<file path="src/rtl/cdc_req_ack_sender.sv">
// Sending side of a 4-phase req/ack clock-domain crossing.
// A word is taken from a valid/ready upstream port, then held on data_out
// while req_out runs one full handshake with the far domain. Each handshake
// phase has a watchdog. A timeout in the request phase aborts the transfer,
// and a timeout in the ack-low phase is reported again every TIMEOUT_CYC
// cycles until the far end releases ack.
module cdc_req_ack_sender #(
  parameter int DATA_W      = 8,
  parameter int SYNC_STAGES = 2,
  parameter int TIMEOUT_CYC = 1024,
  parameter int CNT_W       = 16
) (
  input  logic              clk,
  input  logic              rst_n,
  input  logic              in_valid,
  input  logic [DATA_W-1:0] in_data,
  output logic              in_ready,
  output logic              req_out,
  output logic [DATA_W-1:0] data_out,
  input  logic              ack_async,
  output logic              busy,
  output logic              xfer_done,
  output logic              timeout_err,
  output logic [CNT_W-1:0]  xfer_count
);

  // The timer never has to hold more than TIMEOUT_CYC-1.
  localparam int TMR_W = (TIMEOUT_CYC > 1) ? $clog2(TIMEOUT_CYC) : 1;
  localparam logic [TMR_W-1:0] TMR_LAST = TMR_W'(TIMEOUT_CYC - 1);
  localparam bit TMO_EN = (TIMEOUT_CYC > 0);

  typedef enum logic [1:0] {
    IDLE        = 2'd0,
    REQ_HI      = 2'd1,
    WAIT_ACK_LO = 2'd2
  } state_t;

  state_t             state, state_d;
  logic [SYNC_STAGES-1:0] ack_sync;
  logic               ack_s;
  logic [TMR_W-1:0]   timer;
  logic               aborted;
  logic               tmo_hit;

  logic               req_d;
  logic               load_data;
  logic               abort_set;
  logic               tmr_restart;
  logic               done_d;
  logic               terr_d;
  logic               cnt_inc;

  // Synchronize the far-domain acknowledge; only the last stage is used.
  always_ff @(posedge clk or negedge rst_n) begin
    if (!rst_n) begin
      ack_sync <= '0;
    end else begin
      ack_sync <= {ack_sync[SYNC_STAGES-2:0], ack_async};
    end
  end

  assign ack_s   = ack_sync[SYNC_STAGES-1];
  assign tmo_hit = TMO_EN && (timer == TMR_LAST);

  // Next-state and per-edge actions of the handshake FSM.
  always_comb begin
    state_d     = state;
    req_d       = req_out;
    load_data   = 1'b0;
    abort_set   = 1'b0;
    tmr_restart = 1'b0;
    done_d      = 1'b0;
    terr_d      = 1'b0;
    cnt_inc     = 1'b0;
    case (state)
      IDLE: begin
        // A stale ack_s seen here is deliberately ignored.
        if (in_valid) begin
          state_d   = REQ_HI;
          req_d     = 1'b1;
          load_data = 1'b1;
        end
      end
      REQ_HI: begin
        // Acknowledge wins over a simultaneous timeout.
        if (ack_s) begin
          state_d = WAIT_ACK_LO;
          req_d   = 1'b0;
        end else if (tmo_hit) begin
          state_d   = WAIT_ACK_LO;
          req_d     = 1'b0;
          terr_d    = 1'b1;
          abort_set = 1'b1;
        end
      end
      WAIT_ACK_LO: begin
        if (!ack_s) begin
          state_d = IDLE;
          done_d  = !aborted;
          cnt_inc = !aborted;
        end else if (tmo_hit) begin
          terr_d      = 1'b1;
          tmr_restart = 1'b1;
        end
      end
      default: begin
        state_d = IDLE;
        req_d   = 1'b0;
      end
    endcase
  end

  // FSM state, request line and completion/error pulses.
  always_ff @(posedge clk or negedge rst_n) begin
    if (!rst_n) begin
      state       <= IDLE;
      req_out     <= 1'b0;
      xfer_done   <= 1'b0;
      timeout_err <= 1'b0;
    end else begin
      state       <= state_d;
      req_out     <= req_d;
      xfer_done   <= done_d;
      timeout_err <= terr_d;
    end
  end

  // Phase timer: cleared on any state change or periodic restart, runs outside IDLE.
  always_ff @(posedge clk or negedge rst_n) begin
    if (!rst_n) begin
      timer <= '0;
    end else if ((state_d != state) || tmr_restart) begin
      timer <= '0;
    end else if (TMO_EN && (state != IDLE)) begin
      timer <= timer + TMR_W'(1);
    end
  end

  // Aborted flag: set by a request-phase timeout, cleared on return to IDLE.
  always_ff @(posedge clk or negedge rst_n) begin
    if (!rst_n) begin
      aborted <= 1'b0;
    end else if (state_d == IDLE) begin
      aborted <= 1'b0;
    end else if (abort_set) begin
      aborted <= 1'b1;
    end
  end

  // Captured word, held unchanged until the handshake finishes.
  always_ff @(posedge clk or negedge rst_n) begin
    if (!rst_n) begin
      data_out <= '0;
    end else if (load_data) begin
      data_out <= in_data;
    end
  end

  // Count of completed, non-aborted transfers; wraps silently.
  always_ff @(posedge clk or negedge rst_n) begin
    if (!rst_n) begin
      xfer_count <= '0;
    end else if (cnt_inc) begin
      xfer_count <= xfer_count + CNT_W'(1);
    end
  end

  assign in_ready = (state == IDLE);
  assign busy     = !in_ready;

endmodule

</file>
<file path="config.mk">
export PLATFORM = sky130hd
export DESIGN_NAME = cdc_req_ack_sender
export DESIGN_NICKNAME = d
export VERILOG_FILES = /design/src/rtl/cdc_req_ack_sender.sv
export SDC_FILE = /design/constraint.sdc
export NUM_CORES = 1
export LEC_CHECK = 0
export CAP_MARGIN = 25
export CORE_AREA = 10 10 86 58
export CTS_CLUSTER_DIAMETER = 200
export DETAILED_ROUTE_END_ITERATION = 10
export DIE_AREA = 0 0 96 68
export DONT_BUFFER_PORTS = 1
export PLACE_DENSITY = 0.76
export SLEW_MARGIN = 15
export SYNTH_ARGS = -nofsm -noshare
export SYNTH_HDL_FRONTEND = slang
export SYNTH_SLANG_ARGS = --single-unit
export TNS_END_PERCENT = 50
</file>
<file path="constraint.sdc">
create_clock -name clk -period 2.6 [get_ports clk]
set_input_delay 0.26 -clock clk [delete_from_list [all_inputs] [get_ports clk]]
set_output_delay 0.26 -clock clk [all_outputs]
set_load 0.05 [all_outputs]
</file>
==> metrics.yaml, run 1 <==
grt_util_met1: 0.183
critPathCaptureType: "flip-flop"
post-route-cell-area_sq_um: 2230
min_path_type: "in -> reg"
use_met2: 0.185
drtPass1Iterations: 4
cap_violations: 0
powerDensity_nw_per_um2: 1120
clkSlewWorstSetupHoldPaths_ps: 80
initialDrtViolationCount: 135
gp_congestion: 0.843
pre_cts_ws_ps: 349
critPathRequiredTime_ps: 2800
place_inst: 210
finClkSkew_ps: 5.45
final_cells: 221
switching_share: 0.482
netlist-cell-type-count: 41
yosysSeqAreaShare: 0.513
synth_edf_count: 0
die_h_um: 68
worst-slew-pin-transition_ps: 587
min_from: "in_data[5]"
syn-cell-area_sq_um: 2050
grt_pass1_wl_um: 6870
combPwrFrac: 0.319
io_buffers: 0
period_share: 0.876
netlist.area_leader.share: 0.513
critPathKind: "reg -> reg"
ys_ff_latch: 42
status: "finished, final reports clean"
cts-resized-gates: 0
antenna_found_initial: 0
num_rows: 17
critical_path.top_delay_family: "compound AO/OA/AOI/OAI gates"
dp_hpwl_um: 3080
grt_max_degree: 43
clock_latency_ps: 290
drive_gt1_frac: 0.190
core-area_sq_um: 3490
use_met3: 0.0710
power.internal_mw: 1.29
cpMostUsedCell: "a221oi_2"
rsz0062_at_grt: "false"
track_usage: 0.136
p_seq_frac: 0.506
fmax_mhz: 439
initial_core_util: 0.587
r2r_start: "state[1]$_DFF_PN0_"
synth_top_area_cell: "dfrtp_1"
fin_tns_setup_ps: 0
cts_sinks: 42
avgSynthCellArea_sq_um: 12.5
cp_max_fo: 10
peakVddDrop_mv: 0.706
placed_area_sq_um: 2090
n_antenna_cell: 0
path_cells: "inv_1 -> ha_1 -> nand2_2 -> a221oi_2 -> nand3_2 -> a221oi_2"
die_area_sq_um: 6530
synth_nets: 182
cpPeakStageDelay_ps: 440
final_common_cell: "dfrtp_1"
synth-main-ff-cell: "dfrtp_1"
hold_viol_final: 0
grt_pass1_vias: 1353
drv_slew: 0
cts_tree: "done"
io_pins: 41
fillerInstances: 263
cts-root-buf: "clkbuf_8"
ys_top_cells_by_area: "dfrtp_1 51%, xnor2_1 6.0%, mux2_2 4.9%"
cts.path.max_buffers: 2
via_per_inst: 5.99
critPathLaunchType: "flip-flop"
die_x_um: 96
cp_data_arrival_time_ps: 2480
p_leak_nw: 1.03
globalRouteOverflowTotal: 0
finalWirelength_um: 4160
power.clock.fraction: 0.175
crit_start: "state[1]$_DFF_PN0_"
period_minus_slack_ps: 2280
via_count: 1324
totalPowerFinal_mw: 2.49
top_usage_layer: "met2"
cp_slowest_cell: "dfrtp_1"
slew_headroom: 0.609
wl_per_cell_um: 18.8
area_growth_pct: 8.74
final_cell_mix: "42 x dfrtp_1, 14 x xnor2_1, 12 x and3_1, 10 x a211oi_1"
yosysWarningCount: 0
h-tree-depth: 2
p_switching_mw: 1.20
cp_num_buf_inv: 1
netlist_instances: 164
ys_async_sr_fraction: 1.00
drcViolationCount: 0
nets: 191
antenna_left: 0
setup_ws_ps: 324
setup_viol: 0
numCtsBuffers: 5
[worst paths after layout]
kind                                             end  slack (ps)  cells past startpoint
max in group asynchronous  xfer_count[4]$_DFFE_PN0P_        1990                      2
setup / recovery                timer[7]$_DFFE_PN0P_         320                      6
hold reg to reg                ack_sync[1]$_DFF_PN0_         370                      0
setup reg to reg                timer[7]$_DFFE_PN0P_         320                      6
hold / removal               data_out[5]$_DFFE_PN0P_         120                      1
min in group asynchronous    data_out[4]$_DFFE_PN0P_         420                      2
[cells in the mapped netlist (2+ instances only)]
cell type	n
a221oi_2	2
xor2_1	9
dfrtp_1	42
xnor2_1	14
mux2_2	9
ha_1	6
and4_1	4
nand3_1	6
buf_4	2
buf_6	2
nand2_1	4
inv_1	6
nor3b_1	3
nor2_1	4
a211oi_1	10
and3_1	12
nand4_1	3
and2_1	3
[metrics by stage]
step / utilization / hold WS (ps)
CTS: 0.638 / 114
floorplan: - / -35.6
finish: 0.638 / 116
global placement: 0.600 / -34.2
detailed placement: 0.600 / -34.5
global route: 0.638 / 103
[metal layers]
metal | vias to the layer above | part of all wire
li1 | 619 | -
met3 | 2 | 0.11
met5 | - | 0
met2 | 49 | 0.44
met1 | 654 | 0.45
met4 | 0 | 0.0029
[logic make-up after synthesis]
family / share of synthesized area
adder cells (fa/ha/maj): 0.0367
multiplexers: 0.0544
flip-flops: 0.513
AND/OR/NAND/NOR: 0.172
XOR/XNOR: 0.0984
AO/OA/AOI/OAI: 0.0965
buffers and inverters: 0.0293
[power groups by stage]
stage / Sequential [mW] / Clock (mW) / Combinational, mW
floorplan: 1.26 / 0 / 0.646
global placement: 1.27 / 0 / 0.733
detailed placement: 1.28 / 0 / 0.770
CTS: 1.27 / 0.441 / 0.797
global route: 1.29 / 0.474 / 0.856
finish: 1.26 / 0.434 / 0.794
[repair_timing]
action                    4_1_cts  5_1_grt
hold buffers                    3        0
hold endpoints to repair       43        0
setup buffers                   0        0
[worst register-to-register path: cells and delay by family, from the launching register on]
| family | cells | cell delay [ps] |
|---|---|---|
| adder cells (fa/ha/maj) | 1 | 410 |
| buffers and inverters | 1 | 170 |
| AO/OA/AOI/OAI | 2 | 660 |
| flip-flops | 1 | 440 |
| AND/OR/NAND/NOR | 2 | 500 |
[registers in the layout, indices dropped and copies added (netlist names)]
name         cells
xfer_count      16
timer           10
data_out         8
ack_sync         2
state            2
aborted          1
req_out          1
timeout_err      1
xfer_done        1
[final cells by class]
cell class,count,area (sq um),share of cell area
clock buffers,6,82.6,0.0371
clock inverters,2,12.5,0.00562
inverters,6,22.5,0.0101
multi-input cells,112,937,0.421
flip-flops and latches,42,1050,0.472
well taps,47,58.8,0.0264
repair buffers,6,62.6,0.0281
Power figures use the tool's default switching activity.
==> inputs of run 2 (changes only) <==
BUFFER_PORTS_ARGS = -buffer_cell sky130_fd_sc_hd__buf_2   (was default)
CAP_MARGIN = default   (was 25)
CORE_AREA = 10 10 91 61   (was 10 10 86 58)
DIE_AREA = 0 0 101 71   (was 0 0 96 68)
DONT_BUFFER_PORTS = default   (was 1)
PLACE_DENSITY = 0.77   (was 0.76)
clock period = 2.1 ns   (was 2.6 ns; I/O delays follow)
==> run 2 against run 1 <==
Against the previous run:
- hold slack worse by 91 ps
- critical endpoint is now timer[2]$_DFFE_PN0P_
- non-clock buffer count up 39
- fmax up 18%
- critical path type unchanged
==> metrics.yaml, run 2 (same netlist as run 1, synthesis figures left out) <==
grt_max_degree: 43
cts-root-buf: "clkbuf_8"
cts.path.max_buffers: 2
drtPass1Iterations: 5
finalWirelength_um: 4170
worst-slew-pin-transition_ps: 518
finClkSkew_ps: 4.19
min_path_type: "in -> reg"
p_leak_nw: 1.21
fin_tns_setup_ps: 0
cpPeakStageDelay_ps: 470
die_h_um: 71
multi_input_area_sq_um: 975
register_area_sq_um: 1050
cp_data_arrival_time_ps: 2120
cp_max_fo: 10
grt_pass1_wl_um: 7180
rsz0062_at_grt: "false"
track_usage: 0.122
wl_per_cell_um: 15.9
gp_congestion: 0.812
initial_core_util: 0.520
antenna_left: 0
hold_viol_final: 0
final_cell_mix: "42 x dfrtp_1, 40 x buf_2, 14 x xnor2_1, 12 x and3_1, 10 x a211oi_1"
io_buffers: 40
num_rows: 18
setup_viol: 0
fmax_mhz: 521
cp_slowest_cell: "dfrtp_1"
cap_violations: 0
die_x_um: 101
nets: 230
critPathKind: "reg -> reg"
status: "finished, final reports clean"
final_common_cell: "dfrtp_1"
critPathRequiredTime_ps: 2300
slew_headroom: 0.655
initialDrtViolationCount: 59
globalRouteOverflowTotal: 0
via_count: 1415
clkSlewWorstSetupHoldPaths_ps: 80
core-area_sq_um: 3940
dp_hpwl_um: 3130
cts_sinks: 42
n_antenna_cell: 0
die_area_sq_um: 7170
critPathCaptureType: "flip-flop"
numCtsBuffers: 5
drv_slew: 0
path_cells: "inv_2 -> ha_2 -> a21oi_2 -> nand4_4 -> a21o_2 -> a211oi_1"
critPathLaunchType: "flip-flop"
period_share: 0.915
grt_pass1_vias: 1456
utilization: 0.623
top_register: "xfer_count"
period_minus_slack_ps: 1920
peakVddDrop_mv: 0.997
powerDensity_nw_per_um2: 1380
antenna_found_initial: 0
clock_latency_ps: 290
fillerInstances: 310
largest_register_ffs: 16
reg.largest.list: "xfer_count: 16 flops, timer: 10 flops, data_out: 8 flops"
drcViolationCount: 0
via_per_inst: 5.38
h-tree-depth: 2
cts_tree: "done"
drive_gt1_frac: 0.357
io_pins: 41
area_growth_pct: 20.0
==> run 2: changes by cell type in the layout (fill, tap and decap cells not counted), moves of 2 or more <==
cell	delta
ha_1	-3
buf_2	+40
ha_2	+2
clkbuf_1	+2
==> run 2: power by group <==
group	total (mW)	leakage, nW	switching (mW)	internal, mW
Clock	0.622	0.0524	0.266	0.356
Combinational	1.65	0.607	1.12	0.521
Sequential	1.11	0.552	0.136	0.978
Total	3.38	1.21	1.53	1.86
==> run 2: metal layers <==
layer	routed length [um]	up-vias	global-route usage	part of all wire
li1	-	693	-	-
met1	2100	674	0.174	0.50
met2	1640	41	0.158	0.39
met3	388	7	0.0582	0.093
met4	49	0	0.0354	0.012
met5	0	-	0	0
==> run 2: final cells by class <==
type / instances / area share
Multi-Input combinational cell: 112 / 0.397
Clock inverter: 1 / 0.0122
Sequential cell: 42 / 0.428
Clock buffer: 7 / 0.0311
Tap cell: 50 / 0.0255
Timing Repair Buffer: 45 / 0.0978
Inverter: 6 / 0.00916
==> run 2: repair_timing <==
item                                   CTS  global route
endpoints found under the hold margin   33             0
hold buffers                             1             0
buffers inserted                         0             0
setup endpoints to repair                0            10
resized for setup                        0             7
==> run 2: path summary, 6_finish.rpt <==
path                                        from                    endpoint  slack, ps  cells past startpoint
max                           state[0]$_DFF_PN0_        timer[2]$_DFFE_PN0P_        180                      6
min                                    ack_async       ack_sync[0]$_DFF_PN0_         30                      1
max reg2reg                   state[0]$_DFF_PN0_        timer[2]$_DFFE_PN0P_        180                      6
min reg2reg                ack_sync[0]$_DFF_PN0_       ack_sync[1]$_DFF_PN0_        350                      0
max in group asynchronous                  rst_n     data_out[7]$_DFFE_PN0P_       1230                      3
min in group asynchronous                  rst_n  xfer_count[15]$_DFFE_PN0P_        510                      3
==> run 2: stage by stage <==
step / std cells / setup WS, ps / hold WS [ps] / cell area (sq um) / power [mW]
final: 263 / 179 / 25.2 / 2460 / 3.38
after global routing: 263 / 6.43 / 16.8 / 2460 / 3.59
after CTS: 263 / 78.1 / 16.2 / 2420 / 3.33
after detailed placement: 254 / 88.6 / 311 / 2310 / 2.70
after global placement: 254 / 130 / 315 / 2310 / 2.68
after floorplan: 164 / 22.7 / -85.6 / 2050 / 2.37
==> run 2: critical path: cells and delay by family (launching register included) <==
kind | cells | cell delay, ps
buffers and inverters | 1 | 110
DFF | 1 | 470
and+or+nand+nor | 1 | 150
AOI/OAI and AO/OA | 3 | 840
adders and majority gates | 1 | 250
